### config.mk
export PLATFORM = sky130hd
export DESIGN_NAME = wb_arbiter_4to2_flat
export DESIGN_NICKNAME = d
export VERILOG_FILES = /design/src/rtl/wb_arbiter_4to2_pkg.sv /design/src/rtl/wb_arbiter_4to2_if.sv /design/src/rtl/wb_arbiter_4to2_rr_pick2.sv /design/src/rtl/wb_arbiter_4to2.sv /design/src/flat_wrapper.sv
export SDC_FILE = /design/constraint.sdc
export NUM_CORES = 1
export LEC_CHECK = 0
export ABC_AREA = 1
export CAP_MARGIN = 20
export CORE_AREA = 5 5 167 169
export DETAILED_ROUTE_END_ITERATION = 10
export DIE_AREA = 0 0 172 174
export PLACE_DENSITY = 0.74
export SLEW_MARGIN = 15
export SYNTH_ARGS = -nofsm -noshare
export SYNTH_HDL_FRONTEND = slang
export SYNTH_SLANG_ARGS = --single-unit
### constraint.sdc
create_clock -name clock -period 4.2 [get_ports clock]
set_clock_uncertainty 0.2 [all_clocks]
set_input_delay 0.84 -clock clock [delete_from_list [all_inputs] [get_ports clock]]
set_output_delay 0.84 -clock clock [all_outputs]
set_load 0.03 [all_outputs]
### src/rtl/wb_arbiter_4to2_pkg.sv
// Shared widths and the result payload type for the write-back path.
package core_pkg;

    localparam int unsigned PREG_AW = 6;
    localparam int unsigned DATA_W  = 64;

    // One execution-unit result: destination preg plus its data.
    typedef struct packed {
        logic [PREG_AW-1:0] pdst;
        logic [DATA_W-1:0]  data;
    } wb_req_t;

    localparam int unsigned REQ_W = $bits(wb_req_t);

endpackage

### src/rtl/wb_arbiter_4to2_if.sv
// Result sources on one side, the two preg-file write ports on the other.
interface wb_arbiter_4to2_if #(
    parameter int unsigned NUM_SRC = 4
);
    import core_pkg::*;

    logic [NUM_SRC-1:0]         src_valid;
    logic [NUM_SRC*PREG_AW-1:0] src_pdst;
    logic [NUM_SRC*DATA_W-1:0]  src_data;
    logic [NUM_SRC-1:0]         src_ready;
    logic                       wren0;
    logic [PREG_AW-1:0]         waddr0;
    logic [DATA_W-1:0]          wdata0;
    logic                       wren1;
    logic [PREG_AW-1:0]         waddr1;
    logic [DATA_W-1:0]          wdata1;

    // Execution-unit / environment side.
    modport master (
        output src_valid, src_pdst, src_data,
        input  src_ready, wren0, waddr0, wdata0, wren1, waddr1, wdata1
    );

    // Arbiter side.
    modport slave (
        input  src_valid, src_pdst, src_data,
        output src_ready, wren0, waddr0, wdata0, wren1, waddr1, wdata1
    );

endinterface

### src/rtl/wb_arbiter_4to2_rr_pick2.sv
// Round-robin picker: first two valid sources in scan order starting at ptr.
module rr_pick2 #(
    parameter int unsigned NUM_SRC = 4
) (
    input  logic [NUM_SRC-1:0]         valid,
    input  logic [$clog2(NUM_SRC)-1:0] ptr,
    output logic [NUM_SRC-1:0]         g0,
    output logic [NUM_SRC-1:0]         g1,
    output logic                       g0_vld,
    output logic                       g1_vld
);
    localparam int unsigned PTR_W = $clog2(NUM_SRC);

    logic [NUM_SRC-1:0] rot;
    logic [NUM_SRC-1:0] rot_g0;
    logic [NUM_SRC-1:0] rot_g1;

    // (base + off) mod NUM_SRC, explicit wrap so non-power-of-2 counts work.
    function automatic logic [PTR_W-1:0] wrap_idx(input logic [PTR_W-1:0] base,
                                                   input int unsigned off);
        int unsigned s;
        s = 32'(base) + off;
        if (s >= NUM_SRC) s = s - NUM_SRC;
        return PTR_W'(s);
    endfunction

    // Rotate so that position 0 is the current round-robin head.
    always_comb begin
        rot = '0;
        for (int unsigned j = 0; j < NUM_SRC; j++) begin
            rot[j] = valid[wrap_idx(ptr, j)];
        end
    end

    // Dual priority encode: lowest set bit, then the next one above it.
    always_comb begin
        rot_g0 = '0;
        rot_g1 = '0;
        g0_vld = 1'b0;
        g1_vld = 1'b0;
        for (int unsigned j = 0; j < NUM_SRC; j++) begin
            if (rot[j]) begin
                if (!g0_vld) begin
                    rot_g0[j] = 1'b1;
                    g0_vld    = 1'b1;
                end else if (!g1_vld) begin
                    rot_g1[j] = 1'b1;
                    g1_vld    = 1'b1;
                end
            end
        end
    end

    // Rotate the one-hot grants back to source numbering.
    always_comb begin
        g0 = '0;
        g1 = '0;
        for (int unsigned j = 0; j < NUM_SRC; j++) begin
            g0[wrap_idx(ptr, j)] = rot_g0[j];
            g1[wrap_idx(ptr, j)] = rot_g1[j];
        end
    end

endmodule

### src/rtl/wb_arbiter_4to2.sv
// Write-back arbiter: grants up to two result sources per cycle onto the two
// preg-file write ports; the registered ports also serve as the wakeup bus.
module wb_arbiter_4to2
    import core_pkg::*;
#(
    parameter int unsigned NUM_SRC = 4
) (
    input  logic                      clock,
    input  logic                      reset_n,
    wb_arbiter_4to2_if.slave          bus
);
    localparam int unsigned PTR_W = $clog2(NUM_SRC);

    logic [PTR_W-1:0]   ptr;
    logic [PTR_W-1:0]   ptr_nxt;
    logic [PTR_W-1:0]   last_idx;
    logic [NUM_SRC-1:0] g0;
    logic [NUM_SRC-1:0] g1;
    logic [NUM_SRC-1:0] last_oh;
    logic               g0_vld;
    logic               g1_vld;
    wb_req_t            req [NUM_SRC];
    wb_req_t            sel0;
    wb_req_t            sel1;

    // Unpack the flat source buses into per-source payloads.
    for (genvar i = 0; i < NUM_SRC; i++) begin : g_unpack
        assign req[i].pdst = bus.src_pdst[i*PREG_AW +: PREG_AW];
        assign req[i].data = bus.src_data[i*DATA_W +: DATA_W];
    end

    rr_pick2 #(.NUM_SRC(NUM_SRC)) u_pick (
        .valid  (bus.src_valid),
        .ptr    (ptr),
        .g0     (g0),
        .g1     (g1),
        .g0_vld (g0_vld),
        .g1_vld (g1_vld)
    );

    // Grants are only ever offered to valid sources, so ready alone marks a transfer.
    assign bus.src_ready = reset_n ? (g0 | g1) : '0;

    // One-hot payload muxes and next round-robin head after the last grant.
    always_comb begin
        sel0     = '0;
        sel1     = '0;
        last_idx = '0;
        last_oh  = g1_vld ? g1 : g0;
        for (int unsigned i = 0; i < NUM_SRC; i++) begin
            if (g0[i]) sel0 = req[i];
            if (g1[i]) sel1 = req[i];
            if (last_oh[i]) last_idx = PTR_W'(i);
        end
        if (last_idx == PTR_W'(NUM_SRC - 1)) begin
            ptr_nxt = '0;
        end else begin
            ptr_nxt = PTR_W'(last_idx + 1'b1);
        end
    end

    // Output register bank and pointer; preg 0 is granted but never written.
    always_ff @(posedge clock or negedge reset_n) begin
        if (!reset_n) begin
            bus.wren0  <= 1'b0;
            bus.waddr0 <= '0;
            bus.wdata0 <= '0;
            bus.wren1  <= 1'b0;
            bus.waddr1 <= '0;
            bus.wdata1 <= '0;
            ptr        <= '0;
        end else begin
            bus.wren0 <= g0_vld && (sel0.pdst != '0);
            bus.wren1 <= g1_vld && (sel1.pdst != '0);
            if (g0_vld) begin
                bus.waddr0 <= sel0.pdst;
                bus.wdata0 <= sel0.data;
                ptr        <= ptr_nxt;
            end
            if (g1_vld) begin
                bus.waddr1 <= sel1.pdst;
                bus.wdata1 <= sel1.data;
            end
        end
    end

    // Renaming guarantees two same-cycle results never target the same live preg.
    a_no_pdst_clash: assert property (@(posedge clock) disable iff (!reset_n)
        !(g0_vld && g1_vld && (sel0.pdst != '0) && (sel0.pdst == sel1.pdst)));

endmodule

### src/flat_wrapper.sv
// flat-port wrapper written by rule: the top's interface ports become plain ports
module wb_arbiter_4to2_flat import core_pkg::*;
#(
    parameter int unsigned NUM_SRC = 4
)
  (clock, reset_n, bus_src_valid, bus_src_pdst, bus_src_data, bus_src_ready, bus_wren0, bus_waddr0, bus_wdata0, bus_wren1, bus_waddr1, bus_wdata1);
  wb_arbiter_4to2_if #(.NUM_SRC(NUM_SRC)) bus_i ();
  input  logic clock;
  input  logic reset_n;
  input wire logic [$bits(bus_i.src_valid)-1:0] bus_src_valid;
  input wire logic [$bits(bus_i.src_pdst)-1:0] bus_src_pdst;
  input wire logic [$bits(bus_i.src_data)-1:0] bus_src_data;
  output wire logic [$bits(bus_i.src_ready)-1:0] bus_src_ready;
  output wire logic [$bits(bus_i.wren0)-1:0] bus_wren0;
  output wire logic [$bits(bus_i.waddr0)-1:0] bus_waddr0;
  output wire logic [$bits(bus_i.wdata0)-1:0] bus_wdata0;
  output wire logic [$bits(bus_i.wren1)-1:0] bus_wren1;
  output wire logic [$bits(bus_i.waddr1)-1:0] bus_waddr1;
  output wire logic [$bits(bus_i.wdata1)-1:0] bus_wdata1;
  assign bus_i.src_valid = bus_src_valid;
  assign bus_i.src_pdst = bus_src_pdst;
  assign bus_i.src_data = bus_src_data;
  assign bus_src_ready = bus_i.src_ready;
  assign bus_wren0 = bus_i.wren0;
  assign bus_waddr0 = bus_i.waddr0;
  assign bus_wdata0 = bus_i.wdata0;
  assign bus_wren1 = bus_i.wren1;
  assign bus_waddr1 = bus_i.waddr1;
  assign bus_wdata1 = bus_i.wdata1;
  wb_arbiter_4to2 #(.NUM_SRC(NUM_SRC)) u_core (.clock(clock), .reset_n(reset_n), .bus(bus_i));
endmodule
# After elaboration in Yosys (flattened, before gate mapping)
# Index checks and enable logic that the tools add are counted.
[word_totals] ff_bits=144 inputBits=286 output_inout_bits=146
[classes] add_sub_neg=8 n_lt_le_gt_ge=12 eq_ne=1 muxes=61 bitwise=3 n_reduce_logical=8
[ops] op="two-way mux 70 bit" n=8
[ops] op="two-way mux 1 bit" n=31
[ops] op="bitwise mux 4 bit" n=5
[ops] op="two-way mux 2 bit" n=7
[ops] op="< comparator 2 x 3 -> 1 bit (second input constant)" n=4
[ops] op="nonzero test 6 bit" n=2
[ops] op="greater-or-equal comparator 3 bit (second input constant)" n=3
[ops] op="bitwise AND 4 bit" n=2
[ops] op="binary-select mux 1 bit (select 2 bit)" n=4
[ops] op="demux 1 bit (select 2 bit)" n=4
[ops] op="greater-or-equal comparator 2 x 1 -> 1 bit (second input constant)" n=4
[ops] op="two-way mux 4 bit" n=2
[ops] op="subtractor 2 x 1 -> 2 bit (second input constant)" n=4
[ops] op="adder 2 x 2 -> 3 bit (second input constant)" n=2
[ops] op="logical AND 1 bit" n=6
[ops] op="OR 4 bit" n=1
[ops] op="adder 2 x 1 -> 3 bit (second input constant)" n=1
[ops] op="greater-or-equal comparator 2 x 3 -> 1 bit (second input constant)" n=1
[ops] op="adder 2 x 1 -> 2 bit (second input constant)" n=1
[ops] op="== test 2 bit (second input constant)" n=1

# Logic depth before layout (Yosys ltp)
[logic_depth] word_depth=19 mapped_depth=22 depth_no_buf=21

# Hierarchy
# From an unflattened synthesis, not the netlist that was laid out.
[unflattened] cells_unflattened=1432 area_unflattened_um2=10531.4
[by_module_without_submodules] mod="wb_arbiter_4to2" instances=1 cells_each=1320 area_per_inst_um2=9928.3 seq_area_each_um2=3603.5
[by_module_without_submodules] mod="rr_pick2" instances=1 cells_each=112 area_per_inst_um2=603.1 seq_area_each_um2=0.0

# Worst setup path after synthesis
# OpenSTA, ideal clock, no wires.
[synth_path] kind="reg-to-output" from="register u_core.ptr[0]" to="output port bus_src_ready[3]" arrival_time_ns=2.827 required_time_ns=3.160 path_slack_ns=0.333 stages_incl_launch_ff=13 path_buffers=1 path_cell_list="dfrtp_1 inv_2 ha_1 inv_1 o21ai_0 ha_1 nand3_2 nand2_2 nand2_1 o21ai_2 buf_4 inv_1 a21oi_1"
[synth_via] elab_chain_len=15
[synth_rtl] item="start, declared" line="wb_arbiter_4to2.sv:14" text="logic [PTR_W-1:0] ptr;"
[synth_rtl] item="start signal, assigned" line="wb_arbiter_4to2.sv:78" text="ptr <= ptr_nxt;"
[synth_rtl] item="branches (longest 13 deep; another with adder 2 x 1 -> 3 bit)"
[synth_rtl] item="OR 4 bit (*)" line="wb_arbiter_4to2.sv:42" text="assign bus.src_ready = reset_n ? (g0 | g1) : '0;"
[synth_rtl] item="two-way mux 4 bit (*)" line="wb_arbiter_4to2.sv:42"
[synth_rtl] item="end, declared" line="flat_wrapper.sv:13" text="output wire logic [$bits(bus_i.src_ready)-1:0] bus_src_ready;"
# Mark *: on every way between the ends. The select of a mux whose other input is x is not followed.

# Final worst setup path
[layout_path] from="input port bus_src_valid[2]" to="output port bus_src_ready[3]"
[layout_via] elab_chain_len=13
[layout_rtl] item="start, declared" line="flat_wrapper.sv:10" text="input wire logic [$bits(bus_i.src_valid)-1:0] bus_src_valid;"
[layout_rtl] item="binary-select mux 1 bit (select 2 bit)" line="wb_arbiter_4to2_rr_pick2.sv:31" text="rot[j] = valid[wrap_idx(ptr, j)];"
[layout_rtl] item="two-way mux 1 bit (implied by the code)" line="wb_arbiter_4to2_rr_pick2.sv:31"
[layout_rtl] item="two-way mux 1 bit" line="wb_arbiter_4to2_rr_pick2.sv:42" text="if (rot[j]) begin"
[layout_rtl] item="two-way mux 1 bit" line="wb_arbiter_4to2_rr_pick2.sv:43" text="if (!g0_vld) begin"
[layout_rtl] item="two-way mux 1 bit" line="wb_arbiter_4to2_rr_pick2.sv:42"
[layout_rtl] item="two-way mux 1 bit" line="wb_arbiter_4to2_rr_pick2.sv:43"
[layout_rtl] item="two-way mux 1 bit" line="wb_arbiter_4to2_rr_pick2.sv:42"
[layout_rtl] item="two-way mux 1 bit" line="wb_arbiter_4to2_rr_pick2.sv:46" text="end else if (!g1_vld) begin"
[layout_rtl] item="two-way mux 1 bit" line="wb_arbiter_4to2_rr_pick2.sv:43"
[layout_rtl] item="two-way mux 1 bit" line="wb_arbiter_4to2_rr_pick2.sv:42"
[layout_rtl] item="bitwise mux 4 bit" line="wb_arbiter_4to2_rr_pick2.sv:60" text="g1[wrap_idx(ptr, j)] = rot_g1[j];"
[layout_rtl] item="OR 4 bit (*)" line="wb_arbiter_4to2.sv:42"
[layout_rtl] item="two-way mux 4 bit (*)" line="wb_arbiter_4to2.sv:42"
# Mark *: on every way between the ends. The rest lies on a longest branch, timed or not. The select of a mux whose other input is x is not followed.

==> tab_implementation.tex <==
\begin{tabular}{lr}
\hline
Metric & Value \\
\hline
\multicolumn{2}{l}{\textbf{Drt}} \\
\quad \# DRC & 0 \\
\quad First-pass detailed-route iteration total & 7 \\
\quad Aggregate routed wire length & 47700 um \\
\quad Drt via density & 5.89 \\
\quad Number of nets still failing antenna checks after routing & 0 \\
\quad Total via count after detailed routing & 12600 \\
\quad Wirelength per Cell & 22.4 um \\
\quad 1st-iter DRT viols & 1535 \\
\multicolumn{2}{l}{\textbf{Place}} \\
\quad Total half-perimeter wirelength after legalization and detailed placement & 31400 um \\
\quad Weighted congestion reported at the end of routability-driven placement & 0.950 \\
\quad Port Buf Inserts & 431 \\
\multicolumn{2}{l}{\textbf{Floorplan}} \\
\quad Core Area & 26400 um\^{}2 \\
\quad Number of I/O pins & 432 \\
\quad Initial core utilization & 0.379 \\
\quad Die outline width & 172 um \\
\quad Floorplan row count & 60 \\
\quad DIE AREA & 29900 um\^{}2 \\
\quad Floorplan die height & 174 um \\
\multicolumn{2}{l}{\textbf{Finish}} \\
\quad Net total in the final layout & 2077 \\
\quad Area Overhead vs Synth & 53.1\% \\
\quad Share of layout cells above drive strength 1 & 0.0602 \\
\multicolumn{2}{l}{\textbf{Clocking}} \\
\quad CTS Hold Bufs & 0 \\
\quad Later-pin clock latency in the skew report & 0.42 ns \\
\quad Clock root buffer & sky130\_fd\_sc\_hd\_\_clkbuf\_16 \\
\quad Maximum clock insertion buffer count & 2 \\
\quad Clock-pin slew reported for the worst setup and hold paths after clock tree synthesis & 0.07 ns \\
\quad Clock sink total & 144 \\
\quad Inserted Clock Buffers & 17 \\
\quad Clock tree from TritonCTS & done \\
\quad Number of levels in the clock H-tree & 4 \\
\multicolumn{2}{l}{\textbf{Global route}} \\
\quad Maximum number of pins on one net before global-route repair & 89 \\
\quad Overall Global Routing Usage & 0.303 \\
\quad Total grt overflow & 0 \\
\quad Via count of the first global-routing pass & 12500 \\
\quad Wire length of the first global-routing pass & 71600 um \\
\quad Initial antenna violation count & 0 \\
\multicolumn{2}{l}{\textbf{Setup path}} \\
\quad Setup crit start kind & input pin \\
\quad Arrival time at the worst endpoint & 2.93 ns \\
\quad Largest driver fanout on the critical path & 5 \\
\quad WP data required & 3.16 ns \\
\quad Path type of the worst setup path & input pin to primary output \\
\quad Critical Path End Type & primary output \\
\multicolumn{2}{l}{\textbf{Yosys}} \\
\quad Area fraction of the dominant cell type after synthesis & 0.360 \\
\quad Cell taking the most area after synthesis & sky130\_fd\_sc\_hd\_\_dfrtp\_1 \\
\quad Yosys warnings & 0 \\
\quad Sequential fraction of the synthesis area & 0.360 \\
\quad Avg Synthesized Cell Area & 7.12 um\^{}2 \\
\quad Synth Cell Area & 10000 um\^{}2 \\
\quad Top\_reg\_cell synth & sky130\_fd\_sc\_hd\_\_dfrtp\_1 \\
\quad Cell types with the largest area share after synthesis & sky130\_fd\_sc\_hd\_\_dfrtp\_1 36\%, sky130\_fd\_sc\_hd\_\_a21oi\_1 12\%, sky130\_fd\_sc\_hd\_\_o211ai\_1 8.4\% \\
\quad Synth Instances & 1408 \\
\quad Unique masters post-synth & 31 \\
\quad Synthesized Nets & 1705 \\
\quad Post-synth ARST share & 1.00 \\
\quad Number of enable flip-flop cells after synthesis & 0 \\
\quad Total of flip-flops plus latches after synthesis & 144 \\
\multicolumn{2}{l}{\textbf{Run status}} \\
\quad Status & completed \\
\multicolumn{2}{l}{\textbf{Job}} \\
\quad Count of max-cap constraint violations & 0 \\
\multicolumn{2}{l}{\textbf{STA}} \\
\quad Highest clock frequency the design can meet & 252 MHz \\
\quad Slew HR & 0.438 \\
\quad Setup violations, final & 0 \\
\quad RSZ-0062 raised after global routing & no \\
\quad Final worst-path cycle share & 0.944 \\
\quad Worst-margin pin slew & 0.842 ns \\
\quad Final hold violation count & 0 \\
\quad Slew Limit Fails & 0 \\
\quad Setup TNS Final & 0 ns \\
\quad Final worst path period need & 3.97 ns \\
\multicolumn{2}{l}{\textbf{Min path}} \\
\quad HP Class & input pin to asynchronous set/reset pin \\
\hline
\end{tabular}
## area by class of cell
| cell class | instances | area, um^2 |
|---|---|---|
| fillers | 2421 | 11100 |
| multi-input cells | 1030 | 5470 |
| repair buffers | 468 | 4770 |
| flip-flops and latches | 144 | 3610 |
| inverters | 119 | 447 |
| clock buffers | 19 | 433 |
| well taps | 341 | 427 |
| clock inverters | 13 | 176 |
| diodes | 1 | 2.50 |
## routing by layer
| layer | track usage | part of all wire |
|---|---|---|
| met1 | 0.391 | 0.39 |
| met2 | 0.484 | 0.46 |
| met3 | 0.0689 | 0.11 |
| met4 | 0.133 | 0.041 |
| met5 | 0 | 0 |
## logic make-up (layout without fill, tap and decap cells)
logic type	Yosys count	count (layout)	share of synthesized area
AOI/OAI and AO/OA	612	612	0.356
buffers and inverters	234	619	0.0992
other	0	1	0
and+or+nand+nor	407	407	0.171
adders and majority gates	11	11	0.0137
DFF	144	144	0.360
## metrics by stage
stage / instance area, um^2 / hold WS (ns) / util / cells / setup slack, ns
floorplan: 10000 / 0.344 / - / 1408 / 0.333
global placement: 14700 / 0.294 / 0.556 / 2099 / 0.123
detailed placement: 14700 / 0.288 / 0.556 / 2099 / 0.0518
CTS: 15300 / 0.0799 / 0.579 / 2131 / 0.00223
global route: 15300 / 0.0818 / 0.580 / 2134 / 0.0140
finish: 15300 / 0.0839 / 0.580 / 2135 / 0.233
## timing repair
action / CTS / global route
pin swaps: 0 / 2
gates resized for setup: 2 / 7
setup endpoints to repair: 2 / 4
setup buffers: 0 / 3
## layout by cell type (no fill, tap or decap), types with 2 or more instances in the layout
master                            instances
sky130_fd_sc_hd__clkdlybuf4s50_1        426
sky130_fd_sc_hd__ha_1                    10
sky130_fd_sc_hd__bufinv_16                3
sky130_fd_sc_hd__o211ai_1               112
sky130_fd_sc_hd__clkbuf_1                 2
sky130_fd_sc_hd__buf_12                  15
sky130_fd_sc_hd__o21ai_1                 44
sky130_fd_sc_hd__inv_2                    6
sky130_fd_sc_hd__clkinvlp_4               3
sky130_fd_sc_hd__buf_4                   26
sky130_fd_sc_hd__o21a_1                  47
sky130_fd_sc_hd__a31oi_1                 12
sky130_fd_sc_hd__inv_1                  113
sky130_fd_sc_hd__nor2_1                 143
sky130_fd_sc_hd__a21oi_1                241
sky130_fd_sc_hd__nor2_4                   2
sky130_fd_sc_hd__o22ai_1                 16
sky130_fd_sc_hd__dfrtp_1                142
sky130_fd_sc_hd__nand2_1                152
sky130_fd_sc_hd__nand2_2                 11
sky130_fd_sc_hd__inv_6                    5
sky130_fd_sc_hd__nand3_2                  5
sky130_fd_sc_hd__o21bai_1                17
sky130_fd_sc_hd__o21ai_0                116
sky130_fd_sc_hd__o21ai_4                  2
sky130_fd_sc_hd__dfrtp_2                  2
sky130_fd_sc_hd__clkbuf_16               17
sky130_fd_sc_hd__nand3_1                 89
sky130_fd_sc_hd__nand2_4                  2
## worst paths after layout
check / from / endpoint / slack [ns] / cells after the start
max: bus_src_valid[2] / bus_src_ready[3] / 0.23 / 12
min: reset_n / u_core.bus.waddr1[3] / 0.08 / 1
max reg2reg: u_core.ptr[1] / u_core.bus.wdata1[4] / 0.68 / 15
min reg2reg: u_core.bus.wdata1[34] / u_core.bus.wdata1[34] / 0.31 / 2
max in group asynchronous: reset_n / u_core.ptr[1] / 2.53 / 2
min in group clock: u_core.bus.wdata1[34] / u_core.bus.wdata1[34] / 0.31 / 2
## synth_stat cells (2+ instances only)
master	instances
sky130_fd_sc_hd__nand2_1	155
sky130_fd_sc_hd__buf_4	4
sky130_fd_sc_hd__o211ai_1	112
sky130_fd_sc_hd__nor2_1	144
sky130_fd_sc_hd__inv_1	115
sky130_fd_sc_hd__a31oi_1	12
sky130_fd_sc_hd__o21ai_2	2
sky130_fd_sc_hd__nand2_2	10
sky130_fd_sc_hd__clkbuf_2	4
sky130_fd_sc_hd__clkbuf_1	42
sky130_fd_sc_hd__a21oi_1	241
sky130_fd_sc_hd__o21a_1	48
sky130_fd_sc_hd__buf_2	52
sky130_fd_sc_hd__buf_6	4
sky130_fd_sc_hd__dfrtp_1	144
sky130_fd_sc_hd__o21ai_0	117
sky130_fd_sc_hd__inv_2	4
sky130_fd_sc_hd__o21ai_1	44
sky130_fd_sc_hd__buf_1	9
sky130_fd_sc_hd__nand3_2	4
sky130_fd_sc_hd__o22ai_1	16
sky130_fd_sc_hd__o21bai_1	17
sky130_fd_sc_hd__nand3_1	90
sky130_fd_sc_hd__ha_1	11
## registers in the layout (all words and copies together) (netlist names)
register and flops:
u_core.bus.wdata0 64, u_core.bus.wdata1 64, u_core.bus.waddr0 6, u_core.bus.waddr1 6, u_core.ptr 2, u_core.bus.wren0 1
u_core.bus.wren1 1
## worst max-delay path, stage by stage
cell and delay (ns):
sky130_fd_sc_hd__clkdlybuf4s50_1 0.45, sky130_fd_sc_hd__nand2_1 0.11, sky130_fd_sc_hd__nand2_1 0.09, sky130_fd_sc_hd__o21ai_2 0.16, sky130_fd_sc_hd__ha_2 0.27, sky130_fd_sc_hd__nand3_2 0.17
sky130_fd_sc_hd__nand2_4 0.15, sky130_fd_sc_hd__nand2_1 0.11, sky130_fd_sc_hd__o21ai_4 0.16, sky130_fd_sc_hd__inv_1 0.07, sky130_fd_sc_hd__a21oi_1 0.16, sky130_fd_sc_hd__buf_4 0.20
Power is left out: the tool's default activity adds up to more than one toggle a clock period on the data nets, which glitch-free logic cannot reach.
